===== src/rtl/fir_pkg.sv =====
// Shared types and helpers for the single-MAC FIR control path.
package fir_pkg;

    localparam int SAMPLE_W = 12;

    typedef enum logic [2:0] {
        IDLE,
        WRITE,
        MAC,
        DRAIN,
        DONE
    } fir_state_t;

    // Total cycles from WRITE through DONE for one output sample.
    function automatic int pass_cycles(input int n, input int pipe_lat);
        return n + pipe_lat + 2;
    endfunction

endpackage


===== src/rtl/fir_tap_counter.sv =====
// Tap address counter: restarts at 0 on start, sweeps 0..N-1 while enabled, then wraps to 0.
module fir_tap_counter #(
    parameter int ADDR_WIDTH = 8,
    parameter int N          = 251
) (
    input  logic                  clk_in,
    input  logic                  rst_in,
    input  logic                  start,
    input  logic                  en,
    output logic [ADDR_WIDTH-1:0] count,
    output logic                  last
);

    logic [ADDR_WIDTH-1:0] count_reg;
    logic [ADDR_WIDTH-1:0] count_next;

    assign last  = (count_reg == ADDR_WIDTH'(N - 1));
    assign count = count_reg;

    // Wrapping on the final tap leaves the address at 0 between passes.
    always_comb begin
        count_next = count_reg;
        if (start) begin
            count_next = '0;
        end else if (en) begin
            count_next = last ? '0 : count_reg + 1'b1;
        end
    end

    always_ff @(posedge clk_in) begin
        if (!rst_in) begin
            count_reg <= '0;
        end else begin
            count_reg <= count_next;
        end
    end

endmodule


===== src/rtl/fir_sequencer.sv =====
// Control FSM for a single-MAC FIR: buffers ADC samples, sweeps the taps,
// gates the accumulator through the pipeline delay and flags each finished output.
module fir_sequencer #(
    parameter int ADDR_WIDTH = 8,
    parameter int N          = 251,
    parameter int PIPE_LAT   = 2,
    parameter int SAMPLE_W   = fir_pkg::SAMPLE_W
) (
    input  logic                  clk_in,
    input  logic                  rst_in,
    input  logic                  sample_valid_in,
    input  logic [SAMPLE_W-1:0]   sample_in,
    input  logic                  ovr_clr_in,
    output logic                  wr_out,
    output logic [SAMPLE_W-1:0]   x_out,
    output logic [ADDR_WIDTH-1:0] addr_out,
    output logic                  acc_clr_out,
    output logic                  acc_en_out,
    output logic                  y_valid_out,
    output logic                  busy_out,
    output logic                  overrun_out
);

    import fir_pkg::*;

    localparam int DW = (PIPE_LAT > 1) ? $clog2(PIPE_LAT) : 1;

    fir_state_t            state_reg, state_next;
    logic [SAMPLE_W-1:0]   hold_reg, hold_next;
    logic [SAMPLE_W-1:0]   pend_reg, pend_next;
    logic                  pend_valid_reg, pend_valid_next;
    logic                  overrun_reg, overrun_next;
    logic [DW-1:0]         drain_cnt_reg, drain_cnt_next;
    logic [PIPE_LAT-1:0]   tap_dly_reg;
    logic                  ovr_set;
    logic                  ctr_start;
    logic                  ctr_en;
    logic                  tap_valid;
    logic [ADDR_WIDTH-1:0] tap_count;
    logic                  tap_last;

    fir_tap_counter #(
        .ADDR_WIDTH (ADDR_WIDTH),
        .N          (N)
    ) u_tap_counter (
        .clk_in (clk_in),
        .rst_in (rst_in),
        .start  (ctr_start),
        .en     (ctr_en),
        .count  (tap_count),
        .last   (tap_last)
    );

    always_comb begin
        state_next      = state_reg;
        hold_next       = hold_reg;
        pend_next       = pend_reg;
        pend_valid_next = pend_valid_reg;
        drain_cnt_next  = '0;
        ovr_set         = 1'b0;
        ctr_start       = 1'b0;
        ctr_en          = 1'b0;
        wr_out          = 1'b0;
        acc_clr_out     = 1'b0;
        y_valid_out     = 1'b0;

        case (state_reg)
            IDLE: begin
                // A waiting sample goes first; a coincident strobe refills pending.
                if (pend_valid_reg) begin
                    hold_next  = pend_reg;
                    state_next = WRITE;
                    if (sample_valid_in) begin
                        pend_next = sample_in;
                    end else begin
                        pend_valid_next = 1'b0;
                    end
                end else if (sample_valid_in) begin
                    hold_next  = sample_in;
                    state_next = WRITE;
                end
            end
            WRITE: begin
                wr_out      = 1'b1;
                acc_clr_out = 1'b1;
                ctr_start   = 1'b1;
                state_next  = MAC;
            end
            MAC: begin
                ctr_en = 1'b1;
                if (tap_last) begin
                    state_next = DRAIN;
                end
            end
            DRAIN: begin
                if (drain_cnt_reg == DW'(PIPE_LAT - 1)) begin
                    state_next = DONE;
                end else begin
                    drain_cnt_next = drain_cnt_reg + 1'b1;
                end
            end
            DONE: begin
                y_valid_out = 1'b1;
                if (pend_valid_reg) begin
                    hold_next       = pend_reg;
                    pend_valid_next = 1'b0;
                    state_next      = WRITE;
                end else if (sample_valid_in) begin
                    hold_next  = sample_in;
                    state_next = WRITE;
                end else begin
                    state_next = IDLE;
                end
            end
            default: state_next = IDLE;
        endcase

        // Strobes arriving mid-pass park in pending or are dropped if it is full.
        if (sample_valid_in && (state_reg inside {WRITE, MAC, DRAIN})) begin
            if (!pend_valid_reg) begin
                pend_next       = sample_in;
                pend_valid_next = 1'b1;
            end else begin
                ovr_set = 1'b1;
            end
        end
        if (sample_valid_in && (state_reg == DONE) && pend_valid_reg) begin
            ovr_set = 1'b1;
        end

        overrun_next = overrun_reg;
        if (ovr_set) begin
            overrun_next = 1'b1;
        end else if (ovr_clr_in) begin
            overrun_next = 1'b0;
        end
    end

    always_ff @(posedge clk_in) begin
        if (!rst_in) begin
            state_reg      <= IDLE;
            hold_reg       <= '0;
            pend_reg       <= '0;
            pend_valid_reg <= 1'b0;
            overrun_reg    <= 1'b0;
            drain_cnt_reg  <= '0;
        end else begin
            state_reg      <= state_next;
            hold_reg       <= hold_next;
            pend_reg       <= pend_next;
            pend_valid_reg <= pend_valid_next;
            overrun_reg    <= overrun_next;
            drain_cnt_reg  <= drain_cnt_next;
        end
    end

    // Tap-valid delayed to line up with the product reaching the accumulator.
    assign tap_valid = (state_reg == MAC);

    for (genvar gi = 0; gi < PIPE_LAT; gi++) begin : g_tap_dly
        always_ff @(posedge clk_in) begin
            if (!rst_in) begin
                tap_dly_reg[gi] <= 1'b0;
            end else if (gi == 0) begin
                tap_dly_reg[gi] <= tap_valid;
            end else begin
                tap_dly_reg[gi] <= tap_dly_reg[(gi == 0) ? 0 : gi - 1];
            end
        end
    end

    assign acc_en_out  = tap_dly_reg[PIPE_LAT-1];
    assign addr_out    = (state_reg == MAC) ? tap_count : '0;
    assign x_out       = wr_out ? hold_reg : '0;
    assign busy_out    = (state_reg != IDLE);
    assign overrun_out = overrun_reg;

endmodule


===== config.mk =====
export PLATFORM = sky130hd
export DESIGN_NAME = fir_sequencer
export DESIGN_NICKNAME = d
export VERILOG_FILES = /design/src/rtl/fir_pkg.sv /design/src/rtl/fir_tap_counter.sv /design/src/rtl/fir_sequencer.sv
export SDC_FILE = /design/constraint.sdc
export NUM_CORES = 1
export LEC_CHECK = 0
export CORE_MARGIN = 10
export CORE_UTILIZATION = 50
export DETAILED_ROUTE_END_ITERATION = 12
export GPL_TIMING_DRIVEN = 0
export PLACE_DENSITY = 0.87
export SLEW_MARGIN = 20
export SYNTH_ARGS = -nofsm -noshare
export SYNTH_HDL_FRONTEND = slang
export SYNTH_SLANG_ARGS = --single-unit

===== constraint.sdc =====
create_clock -name clk_in -period 2.3 [get_ports clk_in]
set_clock_uncertainty 0.15 [all_clocks]
set_input_delay 0.23 -clock clk_in [delete_from_list [all_inputs] [get_ports clk_in]]
set_output_delay 0.23 -clock clk_in [all_outputs]
set_load 0.1 [all_outputs]

==> results.sh <==
export IMPL_status="completed"
export IMPL_ys_top_cells_by_count="40 x dfxtp_1, 24 x mux2i_1, 20 x and2_1"
export IMPL_ir_worst_vdd_mv=0.492
export IMPL_drt_iter0_drc=98
export IMPL_netlist_area_leader_share_pct=41.5
export IMPL_async_reset_ff_share_pct=0
export IMPL_yosysSeqAreaShare_pct=41.5
export IMPL_synthTopCellsByArea="dfxtp_1 41%, mux2i_1 12%, and2_1 6.5%"
export IMPL_min_path_type="flop to flop"
export IMPL_cts_tree="built"
export IMPL_die_h_um=82.1
export IMPL_finish_utilization_pct=68.1
export IMPL_fin_crit_ns=2.17
export IMPL_yosysMostFrequentCell="dfxtp_1"
export IMPL_design_area_mm2=0.00251
export IMPL_synth_largest_area_cell="dfxtp_1"
export IMPL_die_w_um=82.1
export IMPL_rows=22
export IMPL_start_kind="flop"
export IMPL_dp_cells=295
export IMPL_start_util_pct=52.3
export IMPL_port_buffers=41
export IMPL_clock_fmax_ghz=0.461
export IMPL_gp_congestion=0.870
export IMPL_drt_pass1_iter_count=6
export IMPL_regToRegSetupSlack_ns=0.50
export IMPL_vias=1615
export IMPL_synth_main_ff_cell="dfxtp_1"
export IMPL_seqPwrFrac_pct=39.3
export IMPL_ys_ff_latch=40
export IMPL_grt_max_degree=13
export IMPL_htreeDepth=2
export IMPL_crit_type="flop to output port"
export IMPL_grt_overflow_total=0
export IMPL_syn_area_mm2=0.00193
export IMPL_antenna_found_initial=0
export IMPL_synth_edf_count=0
export IMPL_clockBufferDepth=2
export IMPL_layout_drive_gt1_share_pct=22.0
export IMPL_leakagePower_uw=0.00115
export IMPL_core_mm2=0.00369
export IMPL_yosys_warnings=0
export IMPL_syn_avg_cell_area_um2=9.37
export IMPL_sw_frac_of_total_pct=35.5
export IMPL_vias_per_cell=5.33
export IMPL_die_area_mm2=0.00675
export IMPL_rsz0062_at_grt="no"
export IMPL_syn_inst=206
export IMPL_drc=0
export IMPL_synth_nets=224
export IMPL_totalWireLength_um=4390
export IMPL_cp_arrival_ns=1.79
export IMPL_place_area_mm2=0.00242
export IMPL_combPwrFrac_pct=33.8
export IMPL_cp_max_fo=11
export IMPL_cts_buffers_inserted=5
export IMPL_min_period_over_period_pct=94.3
export IMPL_ant_nets=0
export IMPL_power_internal_uw=1340
export IMPL_clk_latency_ns=0.29
export IMPL_max_slew_margin_pct=35.0
export IMPL_fin_cells=303
export IMPL_clkPwrFrac_pct=27.0
export IMPL_path_clk_slew_ns=0.07
export IMPL_antenna_diode_count=0
export IMPL_hpwl_um=3130
export IMPL_wire_per_inst_um=14.5
export IMPL_io_pins=42
export IMPL_hold_viol=0
export IMPL_grt_usage_pct=13.8
export IMPL_switchingPower_uw=736
export IMPL_clockRootBuffer="clkbuf_8"
export IMPL_maxSlewViolCount=0
export IMPL_power_density_mw_per_mm2=826
export IMPL_grt_pass1_wl_um=7220
export IMPL_nNetsFinal=272
export IMPL_cap_violations=0
export IMPL_grt_pass1_vias=1562
export IMPL_clock_sink_count=40
export IMPL_synth_cell_types=38
export IMPL_setup_viol=0
export IMPL_crit_required_ns=1.92
export IMPL_n_fill_cell=313
export IMPL_end_kind="output port"
export IMPL_cts_setup_buffers=0
export IMPL_area_growth_pct=30.2
export IMPL_worstMarginPinSlew_ns=0.972
## per-stage QoR
step	total power [uW]	setup TNS, ns	hold slack [ns]	setup WS, ns
3_5_place_dp	1520	-11.31	0.273	-0.671
4_1_cts	2070	0	0.301	0.0183
5_1_grt	2180	0	0.336	0.0110
3_3_place_gp	1510	-11.23	0.282	-0.656
6_report	2080	0	0.299	0.131
2_1_floorplan	1360	-0.177	0.246	-0.177
## repair_timing
item / CTS / global route
hold buffers: 0 / 0
endpoints found under the setup margin: 24 / 21
pin swaps: 0 / 0
resized for setup: 129 / 20
## kinds of logic (layout without fill, tap and decap cells)
kind of cell    Yosys count  in the layout  share of synthesized area, %
compound gates           31             31                          12.5
xor+xnor                  2              2                         0.907
fa+ha+maj                 2              2                          1.30
buf+inv                  18             67                          4.60
flops                    40             40                          41.5
mux                      24             24                          12.4
simple gates             89             89                          26.8
## cell usage in the layout (no fill, tap or decap), drive strengths merged
cell / count
a311oi: 1
nand3: 5
o21ai: 3
clkbuf: 17
o31ai: 1
a21boi: 2
a31oi: 2
a41oi: 2
a21oi: 6
dfxtp: 40
xor2: 2
ha: 2
and3: 1
nand4: 4
clkinv: 2
and4: 1
nor2b: 13
nor3: 3
clkdlybuf4s15: 1
nand2: 18
nand4b: 1
a22oi: 1
clkdlybuf4s50: 17
or3: 2
nand2b: 3
o21bai: 1
nor4b: 1
o211a: 12
nor3b: 3
nor2: 11
and2: 20
or3b: 2
inv: 2
bufinv: 1
mux2i: 24
and4b: 1
buf: 27
## worst paths after layout
check	from	end	cells after the start
setup / recovery	state_reg[0]$_SDFFE_PN0P_	x_out[10]	5
hold / removal	tap_dly_reg[0]$_SDFF_PN0_	acc_en_out$_SDFF_PN0_	1
setup reg to reg	u_tap_counter.count[0]$_SDFFE_PP0N_	u_tap_counter.count[2]$_SDFFE_PP0N_	6
hold reg to reg	tap_dly_reg[0]$_SDFF_PN0_	acc_en_out$_SDFF_PN0_	1
## cell type report
type | count | area (um2) | share of cell area, %
well taps | 48 | 60.1 | 2.39
flip-flops and latches | 40 | 801 | 31.9
multi-input cells | 148 | 1070 | 42.6
inverters | 3 | 11.3 | 0.448
clock inverters | 2 | 35.0 | 1.39
plain buffers | 15 | 85.1 | 3.38
clock buffers | 6 | 72.6 | 2.89
repair buffers | 41 | 379 | 15.1
## power groups by stage
stage	registers (uW)	logic [uW]	clock network, uW
final	815	701	559
after global routing	825	755	596
after CTS	814	684	572
after detailed placement	829	691	0
after global placement	825	688	0
after floorplan	829	530	0
## routing by layer
metal / track usage, % / part of all wire [%]
met1: 17.1 / 45
met2: 21.3 / 48
met3: 4.00 / 5.2
met4: 6.80 / 1.5
met5: 0 / 0
## worst max-delay path, stage by stage, from the launching register on
cell	delay, ns
dfxtp_1	0.38
clkbuf_4	0.22
nor3b_4	0.25
clkbuf_4	0.24
and2_1	0.18
buf_6	0.24
Note: power is estimated with default switching activity, not from simulation.
